<file path="src/rtl/uart_rx_framer.sv">
// uart_rx_framer: oversampling UART receive framer.
// The serial line is synchronised and each bit is decided by a 3-sample majority vote
// around its centre. The framer checks optional parity and 1 or 2 stop bits, and
// reports framing errors, parity errors and line breaks.
module uart_rx_framer #(
    parameter int OVERSAMPLING = 16,
    parameter int DATA_BITS    = 8,
    parameter int PARITY       = 0,
    parameter int STOP_BITS    = 1,
    parameter int SYNC_STAGES  = 2
) (
    input  logic                 clk_i,
    input  logic                 rst_ni,
    input  logic                 rx_i,
    output logic [DATA_BITS-1:0] char_o,
    output logic                 valid_o,
    output logic                 parity_err_o,
    output logic                 frame_err_o,
    output logic                 break_o,
    output logic                 busy_o
);
    // Frame geometry: start + data + optional parity + stop bits.
    localparam int N  = 1 + DATA_BITS + ((PARITY != 0) ? 1 : 0) + STOP_BITS;
    localparam int H  = OVERSAMPLING / 2;
    localparam int CW = $clog2(OVERSAMPLING);
    localparam int BW = $clog2(N + 1);

    // The vote is taken one cycle after the bit centre, once the c+1 sample is present.
    localparam logic [CW-1:0] CNT_DECIDE    = CW'(H + 1);
    localparam logic [CW-1:0] CNT_LAST      = CW'(OVERSAMPLING - 1);
    localparam logic [BW-1:0] BIT_LAST_DATA = BW'(DATA_BITS);
    localparam logic [BW-1:0] BIT_LAST      = BW'(N - 1);
    localparam logic          PAR_ODD       = (PARITY == 1);

    localparam logic [2:0] S_IDLE      = 3'd0;
    localparam logic [2:0] S_START     = 3'd1;
    localparam logic [2:0] S_DATA      = 3'd2;
    localparam logic [2:0] S_PARITY    = 3'd3;
    localparam logic [2:0] S_STOP      = 3'd4;
    localparam logic [2:0] S_WAIT_IDLE = 3'd5;

    // Reject unsupported configurations at elaboration.
    generate
        if (OVERSAMPLING < 8 || (OVERSAMPLING % 2) != 0) begin : g_bad_oversampling
            $error("uart_rx_framer: OVERSAMPLING must be even and >= 8");
        end
        if (DATA_BITS < 5 || DATA_BITS > 9) begin : g_bad_data_bits
            $error("uart_rx_framer: DATA_BITS must be 5..9");
        end
        if (PARITY < 0 || PARITY > 2) begin : g_bad_parity
            $error("uart_rx_framer: PARITY must be 0, 1 or 2");
        end
        if (STOP_BITS < 1 || STOP_BITS > 2) begin : g_bad_stop_bits
            $error("uart_rx_framer: STOP_BITS must be 1 or 2");
        end
        if (SYNC_STAGES < 2) begin : g_bad_sync
            $error("uart_rx_framer: SYNC_STAGES must be >= 2");
        end
    endgenerate

    logic [SYNC_STAGES-1:0] r_sync;
    logic                   r_rxs_d1;
    logic                   r_rxs_d2;
    logic [2:0]             r_state;
    logic [CW-1:0]          r_cnt;
    logic [BW-1:0]          r_bit;
    logic [DATA_BITS-1:0]   r_shift;
    logic                   r_par_err;
    logic                   r_stop_bad;
    logic                   r_all_zero;
    logic [DATA_BITS-1:0]   r_char;
    logic                   r_valid;
    logic                   r_perr;
    logic                   r_ferr;
    logic                   r_break;
    logic                   r_busy;

    logic w_rxs;
    logic w_start_edge;
    logic w_decide;
    logic w_vote;
    logic w_par_exp;
    logic w_stop_bad_n;
    logic w_zero_n;

    assign w_rxs        = r_sync[SYNC_STAGES-1];
    assign w_start_edge = r_rxs_d1 & ~w_rxs;
    assign w_decide     = (r_cnt == CNT_DECIDE);
    // Majority of the samples at c-1 (d2), c (d1) and c+1 (current).
    assign w_vote       = (w_rxs & r_rxs_d1) | (w_rxs & r_rxs_d2) | (r_rxs_d1 & r_rxs_d2);
    assign w_par_exp    = (^r_shift) ^ PAR_ODD;
    // Stop and all-zero status including the stop bit being voted this cycle.
    assign w_stop_bad_n = r_stop_bad | ~w_vote;
    assign w_zero_n     = r_all_zero & ~w_vote;

    // Synchronise the line and keep two cycles of history for the vote and edge detect.
    always_ff @(posedge clk_i or negedge rst_ni) begin
        if (!rst_ni) begin
            r_sync   <= '1;
            r_rxs_d1 <= 1'b1;
            r_rxs_d2 <= 1'b1;
        end else begin
            // NOTE: non-blocking so every stage captures its neighbour's pre-edge value.
            r_sync   <= {r_sync[SYNC_STAGES-2:0], rx_i};
            r_rxs_d1 <= w_rxs;
            r_rxs_d2 <= r_rxs_d1;
        end
    end

    // Frame FSM with sample/bit counters, data shifter and result registers.
    always_ff @(posedge clk_i or negedge rst_ni) begin
        if (!rst_ni) begin
            r_state    <= S_IDLE;
            r_cnt      <= '0;
            r_bit      <= '0;
            r_shift    <= '0;
            r_par_err  <= 1'b0;
            r_stop_bad <= 1'b0;
            r_all_zero <= 1'b0;
            r_char     <= '0;
            r_valid    <= 1'b0;
            r_perr     <= 1'b0;
            r_ferr     <= 1'b0;
            r_break    <= 1'b0;
            r_busy     <= 1'b0;
        end else begin
            // NOTE: pulses default low here so each is high for exactly one cycle.
            r_valid <= 1'b0;
            r_perr  <= 1'b0;
            r_ferr  <= 1'b0;
            r_break <= 1'b0;

            if (r_state != S_IDLE && r_state != S_WAIT_IDLE) begin
                r_cnt <= (r_cnt == CNT_LAST) ? '0 : r_cnt + 1'b1;
            end

            case (r_state)
                S_IDLE: begin
                    if (w_start_edge) begin
                        r_state <= S_START;
                        r_busy  <= 1'b1;
                        r_cnt   <= CW'(1);
                        r_bit   <= '0;
                    end
                end
                S_START: begin
                    if (w_decide) begin
                        if (w_vote) begin
                            r_state <= S_IDLE;
                            r_busy  <= 1'b0;
                        end else begin
                            r_state    <= S_DATA;
                            r_bit      <= BW'(1);
                            r_par_err  <= 1'b0;
                            r_stop_bad <= 1'b0;
                            r_all_zero <= 1'b1;
                        end
                    end
                end
                S_DATA: begin
                    if (w_decide) begin
                        r_shift    <= {w_vote, r_shift[DATA_BITS-1:1]};
                        r_all_zero <= r_all_zero & ~w_vote;
                        r_bit      <= r_bit + 1'b1;
                        if (r_bit == BIT_LAST_DATA) begin
                            r_state <= (PARITY != 0) ? S_PARITY : S_STOP;
                        end
                    end
                end
                S_PARITY: begin
                    if (w_decide) begin
                        r_par_err  <= (w_vote != w_par_exp);
                        r_all_zero <= r_all_zero & ~w_vote;
                        r_bit      <= r_bit + 1'b1;
                        r_state    <= S_STOP;
                    end
                end
                S_STOP: begin
                    if (w_decide) begin
                        r_stop_bad <= w_stop_bad_n;
                        r_all_zero <= w_zero_n;
                        r_bit      <= r_bit + 1'b1;
                        if (r_bit == BIT_LAST) begin
                            if (w_zero_n) begin
                                r_break <= 1'b1;
                                r_state <= S_WAIT_IDLE;
                            end else begin
                                r_valid <= 1'b1;
                                r_char  <= r_shift;
                                r_perr  <= r_par_err;
                                r_ferr  <= w_stop_bad_n;
                                r_state <= w_stop_bad_n ? S_WAIT_IDLE : S_IDLE;
                            end
                            // Busy stays up through WAIT_IDLE after any bad stop bit.
                            r_busy <= w_stop_bad_n;
                        end
                    end
                end
                S_WAIT_IDLE: begin
                    if (w_rxs) begin
                        r_state <= S_IDLE;
                        r_busy  <= 1'b0;
                    end
                end
                default: begin
                    r_state <= S_IDLE;
                    r_busy  <= 1'b0;
                end
            endcase
        end
    end

    assign char_o       = r_char;
    assign valid_o      = r_valid;
    assign parity_err_o = r_perr;
    assign frame_err_o  = r_ferr;
    assign break_o      = r_break;
    assign busy_o       = r_busy;

endmodule

</file>
<file path="config.mk">
export PLATFORM = sky130hd
export DESIGN_NAME = uart_rx_framer
export DESIGN_NICKNAME = d
export VERILOG_FILES = /design/src/rtl/uart_rx_framer.sv
export SDC_FILE = /design/constraint.sdc
export NUM_CORES = 1
export LEC_CHECK = 0
export ABC_AREA = 1
export ABC_CLOCK_PERIOD_IN_PS = 1400
export CAP_MARGIN = 20
export CORE_AREA = 3 3 62 75
export DETAILED_ROUTE_END_ITERATION = 10
export DIE_AREA = 0 0 65 78
export GPL_ROUTABILITY_DRIVEN = 0
export GPL_TIMING_DRIVEN = 0
export PLACE_DENSITY = 0.72
export SETUP_SLACK_MARGIN = 0.15
export SKIP_CTS_REPAIR_TIMING = 1
export SLEW_MARGIN = 20
export SYNTH_ARGS = -nofsm -noshare
export SYNTH_HDL_FRONTEND = slang
export SYNTH_SLANG_ARGS = --single-unit
</file>
<file path="constraint.sdc">
create_clock -name clk_i -period 1.4 [get_ports clk_i]
set_input_delay 0.35 -clock clk_i [delete_from_list [all_inputs] [get_ports clk_i]]
set_output_delay 0.35 -clock clk_i [all_outputs]
set_load 0.02 [all_outputs]
</file>
==> results.txt, run 1 <==
The quantity of I/O buffers inserted on ports came out at 15. The worst hold margin is -8.45 ps. Summed over all instances, the cell type with the most area after synthesis is dfrtp_1. The global routing stage identified its most utilized layer as met2. The tree is rooted in a clkbuf_8.

The final antenna diode count came out at 0. The headroom to the max-slew limit came out at 0.700. The via-per-instance ratio came out at 5.06. The maximum operating frequency is 591 MHz. The wire length reported by the detailed router came out at 4390 um. The static leakage came out at approximately 1.4 nW. 16 I/O pins were placed. TritonCTS created 5 clock buffers.

The combined buffer and inverter count along the critical path came out at 3. STA classifies the critical path startpoint as a flop. The number of DRC violations after detailed-routing iteration 0 came out at 138. Data on the critical path is required at its endpoint by 1580 ps.

The count of final setup violators is 30. The synthesis-to-finish area growth is 30.6%. Detailed routing inserted a total of 1750 vias.

The master of the slowest instance on the critical path is dfrtp_1. The number of register bits inferred by synthesis came out at 39. Setup repair after global routing could not meet its margin everywhere. The clock transition at the registers of the reported paths came out at 80 ps. The max-cap check violation count came out at 0. The relative contribution of combinational cells to total power is 0.409. At the worst endpoint, the arrival time is 1870 ps. The met1 demand-to-capacity share in global routing came out at 0.210. The minimum period implied by the final worst setup slack came out at 1690 ps. The minimum setup slack after placement came out at -246 ps. The number of global-route vias before repair came to approximately 1500.

The net count after synthesis is 254. STA classifies the critical path endpoint as a flop. The flow ran to the end, but the final reports show violations. Of the total power, registers draw 0.357. The core region is 3970 um2. The number of placement rows is 25. The vertical die dimension came out at 78 um. Counting distinct cell types in the post-synthesis netlist gives 30.

For this run, global-route usage on met2 was measured as 0.293. The width of the die came out at 65 um. The internal portion of the total power is 0.00254 W. The largest net degree at the start of global routing is 23. For this design the ratio of total power to cell area is 1550 nW/um2. The maximum net fanout on the critical path came out at 6. The final reports fail on hold timing, setup timing. Sorting the synthesized cells by area gives the leading types as dfrtp_1 43%, nand2_1 13%, dfstp_2 5.1%. The worst-case IR drop observed on VDD is between 1 and 1.5 mV.

The worst min-delay path class is primary input to async pin. The clock passes through at most 2 buffers. The delay of the slowest cell on the worst path is between 300 and 400 ps. The cell area after synthesis is roughly 2100 um2. The number of clock sinks seen by CTS came out at 39. The worst register-to-register path has a setup slack of -290 ps. In this run the remaining antenna-violating nets after routing total 0. Grouping stages by cell kind, the critical path spends the most delay in simple AND/OR/NAND/NOR gates. The critical path's most frequent cell is nand2_2.

For this configuration, the core starts out at a cell density of 0.516. The initial antenna violation count came out at 0. The share of post-route cells with drive strength above 1 is 0.356. The signal on the critical path passes through inv_1 > ha_2 > nand2_2 > nor2_4 > inv_4 > buf_6 > nand2_2 > o21ai_2 > nor2_4 > nand2_4 > nand2_2 > o21ai_2.

Of the total power, the share spent switching nets is 0.387. The number of detailed-routing iterations run before antenna repair is 6. Across all setup checks in the final design, the least slack found is -292 ps.

For the pin with the worst max-slew slack, the measured transition is 450 ps. The count of placed standard cells including taps came out at 316. The clock group share of total power came out at 0.234. The TritonCTS clock tree is yes. The total track usage is 0.173. For this design the total switching power over the nets is 0.00161 W.

Summed over all layers, the global routing overflow is 0. The share of synthesized area in the top cell type comes to 0.427. Counting every instance in the synthesized netlist gives 246. The HPWL after detailed placement is 2750 um. The post-layout net count came out at about 300. The count of yosys warnings during synthesis is 0. The post-route non-filler standard cell count came out at about 350. The kind of critical path is flop to flop. The post-detailed-route DRC marker count is 0. For this run, the register share of the synthesized area comes to 0.478.

The average detailed-routed wire length per instance is 12.7 um. In this run the mean area of a mapped cell was approximately 8.3 um2. The portion of the clock cycle consumed by the worst path in the final layout came out at 1.21. The global-route wire length before repair came out at 6820 um. The number of hold violations in the final report came to 4. The CTS H-tree depth is 2.

The clock skew after layout came out at approximately 9 ps. The global-route met3 utilization is 0.0434. The number of pins with negative max-slew slack in the final report is 0. The total die area came out at roughly 5100 um2. The utilization after layout came out at 0.674. The clock insertion delay at the later pin of the skew report came out at 290 ps.
## Yosys cell counts, drive strengths merged
| cell type | instances |
|---|---|
| dfrtp | 35 |
| nor3 | 3 |
| o32ai | 1 |
| a31oi | 1 |
| xnor2 | 1 |
| inv | 32 |
| nor2 | 18 |
| or2 | 1 |
| buf | 3 |
| dfstp | 4 |
| ha | 5 |
| o21ai | 36 |
| a21oi | 5 |
| nand4 | 4 |
| nand3 | 14 |
| nor4 | 2 |
| nand2 | 81 |
## kinds of logic (layout without fill, tap and decap cells)
kind of cell	after synthesis	in the layout	share of synthesized area
compound gates	43	43	0.129
flops	39	39	0.478
buf+inv	35	80	0.0714
fa+ha+maj	5	5	0.0305
xor+xnor	1	1	0.00427
simple gates	123	124	0.286
## per-stage QoR
stage / hold WS, ps / power, W / area [um2] / TNS [ps]
2_1_floorplan: 54.4 / 0.00247 / 2060 / -461
3_3_place_gp: 345 / 0.00271 / 2280 / -39590
3_5_place_dp: 325 / 0.00274 / 2300 / -4430
4_1_cts: 7.41 / 0.00373 / 2420 / -7710
5_1_grt: 12.5 / 0.00450 / 2680 / -8600
6_report: -8.45 / 0.00415 / 2680 / -5480
## placed cells by master, fill, tap and decap left out, types with 2 or more instances in the layout
cell type,n
nand4_1,4
nor3_2,2
nand2_2,10
nor4_1,2
inv_2,7
o21ai_0,8
nor2_1,10
clkbuf_2,9
dfrtp_2,2
dfrtp_1,33
inv_4,2
dlymetal6s2s_1,4
ha_1,4
buf_6,5
dfstp_2,4
nor2_4,6
nand3_2,2
nand3_1,12
clkbuf_8,6
nand2_4,7
nor2_2,2
buf_4,17
a21oi_2,2
nand2_1,65
a21oi_1,2
o21ai_2,11
inv_1,23
o21ai_1,17
## layer usage
metal	routed length (um)	vias to the layer above
li1	-	888
met1	1880	824
met2	2320	33
met3	130	5
met4	60	0
met5	0	-
## final timing paths
kind / from / end / depth (start not counted)
max: r_cnt[1]$_DFF_PN0_ / r_state[1]$_DFFE_PN0P_ / 12
min: rst_ni / char_o[4]$_DFFE_PN0P_ / 1
max reg2reg: r_cnt[1]$_DFF_PN0_ / r_state[1]$_DFFE_PN0P_ / 12
min reg2reg: r_sync[0]$_DFF_PN1_ / r_sync[1]$_DFF_PN1_ / 0
max in group asynchronous: rst_ni / r_sync[1]$_DFF_PN1_ / 2
min in group clk_i: r_sync[0]$_DFF_PN1_ / r_sync[1]$_DFF_PN1_ / 0
## worst register-to-register path: cells and delay by family (launching register included)
kind,cells,cell delay (ps)
simple gates,6,650
buf+inv,3,280
fa+ha+maj,1,170
flops,1,390
compound gates,2,110
## flip-flops by register name (all words and copies together) (netlist names), 2 cells and up
| signal | cells |
|---|---|
| r_sync | 2 |
| r_cnt | 4 |
| r_bit | 4 |
| r_shift | 8 |
| char_o | 8 |
| r_state | 3 |
## final cells by class
| cell class | count | area, um2 |
|---|---|---|
| multi-input combinational | 173 | 1020 |
| tap | 54 | 67.6 |
| inverter | 32 | 125 |
| buffer | 3 | 42.5 |
| sequential | 39 | 983 |
| clock inverter | 2 | 35.0 |
| fill | 322 | 1290 |
| timing repair buffer | 37 | 324 |
| clock buffer | 6 | 82.6 |
## power groups by stage
| stage | registers, W | clock network [W] | logic (W) |
|---|---|---|---|
| CTS | 0.00148 | 0.000991 | 0.00126 |
| detailed placement | 0.00150 | 0 | 0.00125 |
| finish | 0.00149 | 0.000970 | 0.00170 |
| floorplan | 0.00148 | 0 | 0.000989 |
| global placement | 0.00149 | 0 | 0.00122 |
| global route | 0.00151 | 0.00105 | 0.00194 |
Power figures use the tool's default switching activity.
==> run 2: changes to the inputs <==
GPL_TIMING_DRIVEN = default   (was 0)
==> run 2 against run 1 <==
  * The flow finishes with violations (setup timing)
  * Die area did not move
  * Sequential share of layout area down 1.0 points
  * Flip-flop and latch count unchanged
  * Fmax up 3.1%
  * Count of clock-buffer cells in the layout stayed put
  * Global-route usage is 1.1 points higher
  * Non-clock buffer count up 10
  * Wire length increased by 5.0%
  * First-iteration DRC count up 7.2%
  * Critical endpoint is now char_o[1]$_DFFE_PN0P_
  * Largest power group unchanged
==> results.txt, run 2 (synthesis results as in run 1) <==
The run finished, with violations left. The checks that failed: setup timing. The share of post-route cells with drive strength above 1 is 0.393.

Summed over all layers, the routed wires come to 4610 um. For the worst setup path, the data arrival time is 1830 ps. The CTS H-tree depth is 2. The average detailed-routed wire length per instance came out at 12.9 um. The clock skew after layout is 4.98 ps. The total die area came out at 5070 um2. The number of global-route vias before repair came out at about 1700. The path class of the tightest hold or removal check is primary input to async pin.

The filler cell count in the final layout is 328. The clock transition at the registers of the reported paths is 80 ps. The static leakage is 1.41 nW. The headroom to the max-slew limit is 0.801.

From bottom edge to top edge, the die measures between 70 and 80 um. The number of DRC violations after detailed-routing iteration 0 came out at about 150. The kind of critical path is flop to flop. The total area inside the core boundary comes to 3970 um2. 0 antenna diodes ended up in the layout.

The sum of negative setup slack is -4940 ps. The initial core utilization is 0.516. The cell that appears most often on the critical path is nand2_2. The maximum buffer depth of the clock tree came out at 2. The maximum operating frequency came out at 609 MHz.

The largest net degree at the start of global routing is 40. The total power after layout came out at 0.00444 W. The number of top-level pins came out at 16. The launching point of the worst reg2reg path is r_cnt[1]$_DFF_PN0_.

For the pin with the worst max-slew slack, the measured transition is 297 ps. The number of clock sinks seen by CTS came out at 39. The utilization after layout came out at 0.693. The library cell used most frequently in the layout, excluding fill and tap cells, is nand2_1. The number of hold violations in the final report came out at 0. The signal on the critical path passes through inv_1 > ha_1 > nand2_2 > nor2_4 > inv_4 > nor3_4 > buf_12 > nand2_4 > nand2_2 > o21ai_2. The cell sitting at the root of the clock tree is a clkbuf_8.

The worst hold margin is 17.2 ps. TritonCTS built the clock tree. The maximum net fanout on the critical path is 6. Setup violations remaining at the end of the flow were counted as 30. The quantity of I/O buffers inserted on ports came out at 15. Compared with the post-synthesis result, the final layout area differs by 34.2%. The worst flop-to-flop path endpoint is char_o[1]$_DFFE_PN0P_.

The number of pins with negative max-slew slack in the final report came out at 0. In the routed layout, each cell is associated on average with a via count of 5.03. The number of placement rows came out at 25. For this block, the via count after detailed routing is 1795. The HPWL after detailed placement is ~3000 um.

Setup repair after global routing could not meet its margin everywhere. The total track usage is 0.184. The tool flagged a number of max-cap violations equal to 0. Of the available clock period, the critical path in the final layout requires 1.17. The number of buffers inserted during clock tree synthesis came out at 5. The final worst-path setup slack is -241 ps. The total power density per cell area came out at 1610 nW/um2.

The number of cells on the worst reg-to-reg path came out at 10. The number of detailed-routing iterations run before antenna repair is 4. The required time at the worst-slack endpoint came out at 1590 ps. IR analysis of the VDD net gives a maximum drop of 0.812 mV. The global-route wire length before repair came out at between 7000 and 8000 um. STA classifies the critical path endpoint as a flop. The count of antenna-violating nets left after detailed routing is 0. Among all stages on the critical path, the largest delay is contributed by dfrtp_1. In the layout the commonest cells are 59 x nand2_1, 33 x dfrtp_1, 31 x buf_4. The setup check on the worst reg-to-reg path leaves a slack of -240 ps. The width of the die is 65 um.

The post-detailed-route DRC marker count came out at 0. In the final design database the tool counted 310 nets. The worst path in the final design needs a cycle of 1640 ps, including I/O delays and setup. The total congestion overflow is 0.

The worst setup path is launched from a flop. The clock insertion delay at the later pin of the skew report is 290 ps. The initial antenna violation count is 0.

On the worst path, the slowest cell contributes a delay of 390 ps.
==> run 2: layout make-up <==
cell class,instances,area [um2],share of cell area
multi-input combinational,174,1060,0.385
sequential,39,983,0.357
timing repair buffer,50,398,0.145
inverter,32,125,0.0455
clock buffer,6,82.6,0.0300
tap,54,67.6,0.0245
clock inverter,2,35.0,0.0127
==> run 2: per-stage QoR <==
step | std cells | worst slack, ps | area [um2]
finish | 357 | -241 | 2750
CTS | 345 | -251 | 2560
global route | 357 | -329 | 2750
floorplan | 246 | -47.4 | 2060
detailed placement | 337 | -123 | 2440
global placement | 337 | -80.1 | 2440
==> run 2: worst max path at each step <==
stage | startpoint | endpoint | slack [ps]
final | r_cnt[1]$_DFF_PN0_ | char_o[1]$_DFFE_PN0P_ | -240
after global routing | r_cnt[1]$_DFF_PN0_ | r_all_zero$_DFFE_PN0P_ | -330
after CTS | char_o[1]$_DFFE_PN0P_ | char_o[1] | -250
after detailed placement | r_cnt[1]$_DFF_PN0_ | char_o[7]$_DFFE_PN0P_ | -120
after global placement | r_cnt[1]$_DFF_PN0_ | char_o[7]$_DFFE_PN0P_ | -80
after floorplan | r_cnt[1]$_DFF_PN0_ | char_o[5]$_DFFE_PN0P_ | -50
==> run 2: worst max-delay path, delay by kind of cell, from the launching register on <==
| family | cells | cell delay (ps) |
|---|---|---|
| adders and majority gates | 1 | 150 |
| DFF | 1 | 390 |
| AOI/OAI and AO/OA | 1 | 50 |
| and+or+nand+nor | 5 | 630 |
| buffers and inverters | 3 | 310 |
==> run 2: layer usage <==
metal  track usage  share of wire
met1         0.214           0.42
met2         0.323           0.53
met3        0.0347          0.033
met4        0.0825          0.016
met5             0              0
==> run 2: report_power, final <==
group / total [W] / internal [W] / switching, W / leakage (nW)
clock network: 0.000973 / 0.000577 / 0.000396 / 0.0612
registers: 0.00148 / 0.00130 / 0.000175 / 0.514
logic: 0.00199 / 0.000873 / 0.00112 / 0.836
==> run 3: changes to the inputs <==
REMOVE_ABC_BUFFERS = 1   (was default)
==> run 3 against run 2 <==
  * Worst setup slack gained 72 ps
  * Die area stayed put
  * First-iteration DRC count decreased by 18%
  * Cell count down 2.0%
  * Critical path depth is the same
  * Combinational power fell by 5%
  * Critical path type unchanged
  * The flow still finishes with violations (setup timing)
  * Fmax up 4.6%
  * Worst hold slack improved by 340 ps
  * Global-route usage decreased by 1.0 points
  * Clock power is 1% lower
  * Power is 2.3% lower
  * Sequential power about the same
==> results.txt, run 3 (synthesis results as in run 1) <==
The die is between 70 and 80 um tall. The clock skew after layout came out at 8.64 ps. The first TritonRoute pass finished after 4 iterations. The count of antenna-violating nets left after detailed routing is 0.

The final worst-path setup slack is -169 ps. The total track usage is 0.174. The number of pins with negative max-slew slack in the final report came out at 0. The final layout contains routed wiring with a total length of between 4000 and 5000 um.

In the final layout, the share of cells above drive strength 1 is 0.378. For this design the static power due to leakage is 1.40 nW. The maximum net fanout on the critical path is 5.

The top cell types in the final layout, fill and taps aside, are 59 x nand2_1, 32 x dfrtp_1, 23 x inv_1. The average detailed-routed wire length per instance came out at 12.5 um. The total vias in the final route is 1762. Setup repair after global routing could not meet its margin everywhere. The number of clock sinks seen by CTS came out at 39. For met2 alone, demand over resource in global routing was 0.301.

Headroom to the max-slew limit came out at 0.770. After detailed routing, the number of vias per cell comes to slightly above 5. The number of global-route vias before repair is 1655.

The checks that failed: setup timing. The worst-case IR drop observed on VDD is 0.932 mV. The number of buffers inserted during clock tree synthesis came out at 5. The delay of the slowest cell on the worst path is between 300 and 400 ps. The minimum setup slack after placement is -171 ps. The required time at the worst-slack endpoint came out at 1590 ps. The CTS H-tree depth came out at 2.

The maximum buffer depth of the clock tree is 2. The arrival time of the worst setup path is 1760 ps. The total die area came out at 5070 um2.

The max-cap check violation count came out at 0. After global routing the overflow that remains totals 0. The final antenna diode count came out at 0.

The filler cell count in the final layout is 316. Buffers placed on the I/O ports in this run total 15. The minimum period implied by the final worst setup slack came out at 1570 ps. The synthesis-to-finish area growth came out at 32.9%. The flow ran to the end, but the final reports show violations. The number of hold violations in the final report is 0. The design draws 0.00434 W.

The initial antenna violation count was 0. For the pin with the worst max-slew slack, the measured transition is between 300 and 400 ps. The total power density per cell area came out at 1590 nW/um2. CTS placed an instance of clkbuf_8 at the clock tree root. In this run the horizontal extent of the chip is between 60 and 70 um.

STA classifies the critical path endpoint as a flop. The largest net degree at the start of global routing came out at 29. The post-layout net count is 303.

The first global-routing pass estimated 6930 um of wire. Adding up every negative setup slack in the final design gives -2280 ps. The worst setup path is launched from a flop. The signal on the critical path passes through inv_1 > ha_2 > nand2_2 > nor2_4 > inv_4 > nor3_4 > buf_6 > nand2_4 > nand2_1 > o21ai_2.

The clock insertion delay at the later pin of the skew report is 290 ps. The clock transition at the registers of the reported paths came out at 80 ps. In this run the standard cell core region covers 3970 um2.

The library cell used most frequently in the layout, excluding fill and tap cells, is nand2_1. For met1 alone, demand over resource in global routing was 0.204. The initial core utilization is 0.516. The slowest stage of the critical path belongs to the cell dfrtp_1. The TritonCTS clock tree is yes. The number of top-level pins came out at 16. The portion of the clock cycle consumed by the worst path in the final layout is 1.12. In the global route stage, met3 resource usage came out at 0.0449. The post-detailed-route DRC marker count is 0. The number of DRC violations after detailed-routing iteration 0 is 121. The most utilized layer in the global route result is met2. The count of final setup violators is 27. The critical path is of the flop to flop type. The worst hold margin came out at around 360 ps. The path class of the tightest hold or removal check is flop to flop. The HPWL after detailed placement came out at 2910 um.

The maximum operating frequency came out at ~640 MHz. In this run the core area contains 25 standard-cell rows.
run 3: cell types whose count changed in the layout (fill, tap and decap cells not counted), sizes merged:
cell / before / now
buf: 36 / 28
clkbuf: 16 / 15
dlygate4sd3: 0 / 1
dlymetal6s2s: 3 / 4
run 3: power by group:
group	internal (W)	total [W]	leakage [nW]	switching (W)
logic	0.000788	0.00190	0.822	0.00111
clock network	0.000576	0.000961	0.0612	0.000385
registers	0.00130	0.00148	0.513	0.000174
total	0.00267	0.00434	1.40	0.00167
run 3: worst paths after layout:
check / startpoint / slack (ps) / end / depth (start not counted)
hold reg to reg: r_sync[0]$_DFF_PN1_ / 360 / r_sync[1]$_DFF_PN1_ / 0
setup / recovery: r_cnt[1]$_DFF_PN0_ / -170 / char_o[6]$_DFFE_PN0P_ / 10
setup reg to reg: r_cnt[1]$_DFF_PN0_ / -170 / char_o[6]$_DFFE_PN0P_ / 10
hold / removal: r_sync[0]$_DFF_PN1_ / 360 / r_sync[1]$_DFF_PN1_ / 0
max in group asynchronous: rst_ni / 490 / r_shift[6]$_DFFE_PN0P_ / 3
min in group asynchronous: rst_ni / 470 / r_cnt[0]$_DFF_PN0_ / 2
run 3: critical path: cells and delay by family (launching register included):
kind | cells | cell delay [ps]
buffers and inverters | 3 | 320
adders and majority gates | 1 | 160
AOI/OAI and AO/OA | 1 | 50
and+or+nand+nor | 5 | 570
DFF | 1 | 380
run 3: layout make-up:
class	count	area [um2]	share of cell area
clock inverter	2	35.0	0.0129
timing repair buffer	43	363	0.133
multi-input combinational	174	1070	0.392
tap	54	67.6	0.0248
inverter	32	125	0.0459
sequential	39	985	0.361
clock buffer	6	82.6	0.0303
run 3: routing by layer:
metal | vias up | share of wire | routed length, um
met5 | - | 0 | 0
met2 | 23 | 0.52 | 2290
met3 | 6 | 0.032 | 140
li1 | 891 | - | -
met1 | 842 | 0.43 | 1890
met4 | 0 | 0.013 | 59
run 3: stage by stage:
step / utilization / instance area, um2 / instances
final: 0.686 / 2730 / 350
after global routing: 0.686 / 2730 / 350
after CTS: 0.639 / 2540 / 341
after detailed placement: 0.610 / 2420 / 333
after global placement: 0.610 / 2420 / 333
after floorplan: - / 2030 / 243
